File: config.mk
export PLATFORM = sky130hd
export DESIGN_NAME = parallel_input
export DESIGN_NICKNAME = d
export VERILOG_FILES = /design/src/rtl/parallel_io_pkg.sv /design/src/rtl/input_synchronizer.sv /design/src/rtl/parallel_input.sv
export SDC_FILE = /design/constraint.sdc
export NUM_CORES = 1
export LEC_CHECK = 0
export ABC_AREA = 1
export BUFFER_PORTS_ARGS = -buffer_cell sky130_fd_sc_hd__buf_2
export CORE_ASPECT_RATIO = 1.2
export CORE_MARGIN = 4
export CORE_UTILIZATION = 50
export DETAILED_ROUTE_END_ITERATION = 8
export PLACE_DENSITY_LB_ADDON = 0.05
export SLEW_MARGIN = 20
export SYNTH_ARGS = -nofsm -noshare
export SYNTH_HDL_FRONTEND = slang
export SYNTH_SLANG_ARGS = --single-unit
File: constraint.sdc
create_clock -name clk -period 1.9 [get_ports clk]
set_clock_uncertainty 0.05 [all_clocks]
set_input_delay 0.095 -clock clk [delete_from_list [all_inputs] [get_ports clk]]
set_output_delay 0.095 -clock clk [all_outputs]
set_load 0.02 [all_outputs]
File: src/rtl/parallel_io_pkg.sv
// Register offsets and bus types shared by the parallel input and output ports.
package parallel_io_pkg;

    typedef logic [31:0] word_t;

    localparam logic [3:0] PIN_DATA   = 4'h0;
    localparam logic [3:0] PIN_RISE   = 4'h4;
    localparam logic [3:0] PIN_FALL   = 4'h8;
    localparam logic [3:0] PIN_IRQ_EN = 4'hC;

    // Expands the four byte enables into a 32-bit bit mask.
    function automatic word_t lane_mask(input logic [3:0] wmask);
        return {{8{wmask[3]}}, {8{wmask[2]}}, {8{wmask[1]}}, {8{wmask[0]}}};
    endfunction

endpackage

File: src/rtl/input_synchronizer.sv
// Multi-flop synchroniser for asynchronous input pins; every stage resets to 0.
module input_synchronizer #(
    parameter int WIDTH  = 32,
    parameter int STAGES = 2
) (
    input  logic             clk,
    input  logic             rst,
    input  logic [WIDTH-1:0] async_in,
    output logic [WIDTH-1:0] sync_out
);

    logic [WIDTH-1:0] chain [STAGES];

    always_ff @(posedge clk) begin
        if (rst) begin
            for (int i = 0; i < STAGES; i++) begin
                chain[i] <= '0;
            end
        end else begin
            chain[0] <= async_in;
            for (int i = 1; i < STAGES; i++) begin
                chain[i] <= chain[i-1];
            end
        end
    end

    assign sync_out = chain[STAGES-1];

endmodule

File: src/rtl/parallel_input.sv
// Memory-mapped 32-bit parallel input port with sticky edge flags.
// Optional interrupt enable register and irq output under macro PARALLEL_INPUT_IRQ_EN.
module parallel_input
    import parallel_io_pkg::*;
#(
    parameter word_t ADDR        = 32'hf010,
    parameter int    SYNC_STAGES = 2
) (
    input  logic        clk,
    input  logic        rst,
    input  logic [31:0] addr,
    input  logic [31:0] wdata,
    input  logic [3:0]  wmask,
    input  logic        wen,
    input  logic        ren,
    output logic [31:0] rdata,
    output logic        ready,
    output logic        active,
    input  logic [31:0] io,
    output logic        irq
);

    localparam int PRIME_CYCLES = SYNC_STAGES + 1;
    localparam int CNT_W        = $clog2(PRIME_CYCLES + 1);

    logic [CNT_W-1:0] prime_cnt;
    logic             primed;
    word_t            sync_level;
    word_t            history;
    word_t            rise_edge;
    word_t            fall_edge;
    word_t            rise_flags;
    word_t            fall_flags;
    word_t            bit_mask;
    word_t            rise_clear;
    word_t            fall_clear;
    word_t            read_word;
    logic [3:0]       offset;
    logic             wr_hit;
    logic             unused_addr_bits;

    assign active           = (addr[31:4] == ADDR[31:4]);
    assign offset           = {addr[3:2], 2'b00};
    assign wr_hit           = wen & active;
    assign bit_mask         = lane_mask(wmask);
    assign unused_addr_bits = ^addr[1:0];

    input_synchronizer #(
        .WIDTH  (32),
        .STAGES (SYNC_STAGES)
    ) u_sync (
        .clk      (clk),
        .rst      (rst),
        .async_in (io),
        .sync_out (sync_level)
    );

    // Hold off edge detection until the chain and history flop carry real pin levels.
    assign primed = (prime_cnt == CNT_W'(PRIME_CYCLES));

    always_ff @(posedge clk) begin
        if (rst) begin
            prime_cnt <= '0;
            history   <= '0;
        end else begin
            if (!primed) begin
                prime_cnt <= prime_cnt + CNT_W'(1);
            end
            history <= sync_level;
        end
    end

    assign rise_edge  = primed ? (sync_level & ~history) : '0;
    assign fall_edge  = primed ? (~sync_level & history) : '0;
    assign rise_clear = (wr_hit && offset == PIN_RISE) ? (wdata & bit_mask) : '0;
    assign fall_clear = (wr_hit && offset == PIN_FALL) ? (wdata & bit_mask) : '0;

    // A new edge is ORed in after the clear so it is never lost to a concurrent W1C.
    always_ff @(posedge clk) begin
        if (rst) begin
            rise_flags <= '0;
            fall_flags <= '0;
        end else begin
            rise_flags <= (rise_flags & ~rise_clear) | rise_edge;
            fall_flags <= (fall_flags & ~fall_clear) | fall_edge;
        end
    end

`ifdef PARALLEL_INPUT_IRQ_EN
    word_t irq_en;

    always_ff @(posedge clk) begin
        if (rst) begin
            irq_en <= '0;
            irq    <= 1'b0;
        end else begin
            if (wr_hit && offset == PIN_IRQ_EN) begin
                irq_en <= (irq_en & ~bit_mask) | (wdata & bit_mask);
            end
            irq <= |((rise_flags | fall_flags) & irq_en);
        end
    end
`else
    word_t irq_en;
    assign irq_en = '0;
    assign irq    = 1'b0;
`endif

    always_comb begin
        read_word = '0;
        case (offset)
            PIN_DATA:   read_word = sync_level;
            PIN_RISE:   read_word = rise_flags;
            PIN_FALL:   read_word = fall_flags;
            PIN_IRQ_EN: read_word = irq_en;
            default:    read_word = '0;
        endcase
    end

    always_ff @(posedge clk) begin
        if (rst) begin
            rdata <= '0;
            ready <= 1'b0;
        end else begin
            ready <= (ren | wen) & active;
            if (ren && active) begin
                rdata <= read_word;
            end
        end
    end

endmodule

==> flow_metrics.tcl <==
set metrics [dict create \
    status "finished clean" \
    port_buffers 135 \
    drtAntennaViolNets 0 \
    clk_path_buf_depth 2 \
    grt_pass1_vias 6375 \
    coreArea_um2 15000 \
    synth_nets 1155 \
    min_from "wdata[28]" \
    rows 49 \
    firstDrtPassIters 4 \
    area_growth_pct 24.8 \
    vdd_drop_max_mv 0.607 \
    critPathLaunchType "input pin" \
    rsz0062_at_grt "no" \
    initial_core_util_pct 51.1 \
    synth_area_um2 7680 \
    fp.dieW_um 121 \
    synth-async-reset-ratio_pct 0 \
    synth_most_common_cell "nand2_1" \
    setup_slack_ns 0.475 \
    cp.required_ns 2.16 \
    worst_hold_path_type "in -> reg" \
    cpLargestDelayFamily "buffers and inverters" \
    cts_buffers 17 \
    drc_errors 0 \
    cts_tree "built" \
    dp_hpwl_mm 10.6 \
    netlist_instances 1050 \
    nets 1291 \
    rr_worst_depth 4 \
    root_buffer "clkbuf_16" \
    pwr_density_cell_nw_per_um2 925 \
    synth-seq-area-share_pct 50.8 \
    ys_seq_elements 195 \
    startpoint "rst" \
    cap_violations 0 \
    synth_ff_type "dfxtp_1" \
    grtUsageTotal_pct 20.8 \
    reg2reg_to "fall_flags[28]" \
    wire_per_inst_um 12.8 \
    max_freq_mhz 702 \
    criticalPathCategory "in -> reg" \
    synth_common_cells "236 x nand2_1, 195 x dfxtp_1, 145 x nor2_1" \
    synthTopCellsByArea "dfxtp_1 51%, nand2_1 12%, nor2_1 7.1%" \
    h-tree-depth 4 \
    finalSetupViolCount 0 \
    hold_buffers 41 \
    cp.arrival_ns 1.68 \
    wirelength_mm 18.0 \
    synth-edff-count 0 \
    seq_area_um2 3900 \
    min_period_over_period_pct 75.0 \
    crit_buf_inv 3 \
    multi_input_area_um2 2950 \
    antenna_found_initial 0 \
    yosys.area.top_type "dfxtp_1" \
    grt_max_degree 66 \
    slew_violations 0 \
    worst_hold_path.endpoint "rise_flags[28]" \
    post_cts_buffers 0 \
    die_area_um2 17400 \
    max_stage_delay_ns 0.57 \
    slowest_stage "dlygate4sd3_1" \
    ys_types 19 \
    synth.top_cell.area_share_pct 50.8 \
    syn_area_per_cell_um2 7.31 \
    worstPathCellList "dlygate4sd3_1 > buf_6 > nor2_1 > dlygate4sd3_1" \
    rrSetupSlack_ns 0.53 \
    cellLeakagePower_nw 4.09 \
    yosysWarnings 0 \
    finalCriticalPeriod_ns 1.42 \
    drtIter0Drc 402 \
    dp_slack_ns 0.386 \
    min_path_cells 6 \
    io_pins 139 \
    timing.rr.start "prime_cnt[0]" \
    insertion_delay_ns 0.42 \
    cts-resized-gates 0 \
    tns_ns 0 \
    grt_pass1_wl_mm 29.4 \
    antenna_cells 0 \
    vias 6975 \
    final_hold_viol_count 0 \
    grt-ovfl-total 0 \
    gp_congestion 0.765 \
    nFillCells 1402 \
    viasPerCell 4.97 \
    numClockSinks 195 \
    critPathCaptureType "flip-flop" \
    drive_gt1_share_pct 15.2 \
    crit_top_cell "dlygate4sd3_1" \
    worst-path-max-fanout 52 \
    path_clk_slew_ns 0.07 \
    die_y_um 144 \
]
-- how the worst max path moves through the flow --
stage                           to  slack, ns  cells after the start
6_report       u_sync.chain[0][30]       0.48                      4
5_1_grt                     active       0.31                      8
4_1_cts                     active       0.47                      8
3_5_place_dp        rise_flags[27]       0.39                     10
3_3_place_gp        fall_flags[18]       0.40                     10
2_1_floorplan       rise_flags[27]       0.49                      5
-- worst reg2reg max path, delay by kind of cell (launching register included) --
kind	cells	cell delay (ns)
flip-flops	1	0.36
AND/OR/NAND/NOR	1	0.15
adder cells (fa/ha/maj)	1	0.19
AO/OA/AOI/OAI	1	0.16
buffers and inverters	1	0.37
-- per-stage QoR --
step           utilization, %  instances  area, um^2  hold WS (ns)  power (mW)
6_report                 63.8       1403        9580        0.0493        8.86
5_1_grt                  63.8       1403        9580        0.0765        9.21
4_1_cts                  63.8       1403        9580        0.0320        8.94
3_5_place_dp             56.7       1330        8520         0.252        4.97
3_3_place_gp             56.7       1330        8520         0.243        4.96
2_1_floorplan               -       1050        7680         0.152        4.72
-- flip-flops by register name, indices dropped and copies added (netlist names) --
register      count
u_sync.chain     64
fall_flags       32
history          32
rdata            32
rise_flags       32
prime_cnt         2
ready             1
-- cell usage in the layout, fill, tap and decap left out, types with 2 or more instances in the layout --
master,n
dfxtp_1,195
clkbuf_1,3
nor2_4,3
o211ai_1,32
clkbuf_16,17
dlygate4sd3_1,41
nand2_1,236
nor2_1,145
clkbuf_8,3
nand4_1,64
clkinv_2,3
buf_12,9
a21oi_1,97
buf_4,5
inv_1,135
buf_2,134
nand3_1,64
bufinv_16,5
o21ai_0,2
-- logic make-up after synthesis --
family / count (synthesis) / synth area share [%]
compound gates: 131 / 9.58
buf+inv: 208 / 10.7
flops: 195 / 50.8
xor+xnor: 1 / 0.114
other cells: 1 / 0.0488
simple gates: 513 / 28.5
fa+ha+maj: 1 / 0.163
-- metal layers --
layer	track usage, %	up-vias	part of all wire (%)
met3	4.65	15	5.3
met5	0	-	0
met2	36.4	153	48
li1	-	3600	-
met4	5.67	0	1.1
met1	25.9	3207	46
-- power breakdown --
| part | leakage, nW | switching (mW) | internal, mW |
|---|---|---|---|
| registers | 1.59 | 0.0434 | 4.20 |
| clock network | 0.322 | 1.48 | 2.44 |
| logic | 2.18 | 0.430 | 0.266 |
| total | 4.09 | 1.95 | 6.91 |
-- final cells by class --
cell class	instances	share of cell area, %
clock buffer	23	4.99
clock inverter	9	1.82
inverter	135	5.29
multi-input combinational	647	30.8
sequential	195	40.7
tap	204	2.66
timing repair buffer	190	13.7
No activity file was read; power rests on OpenSTA's default activity.
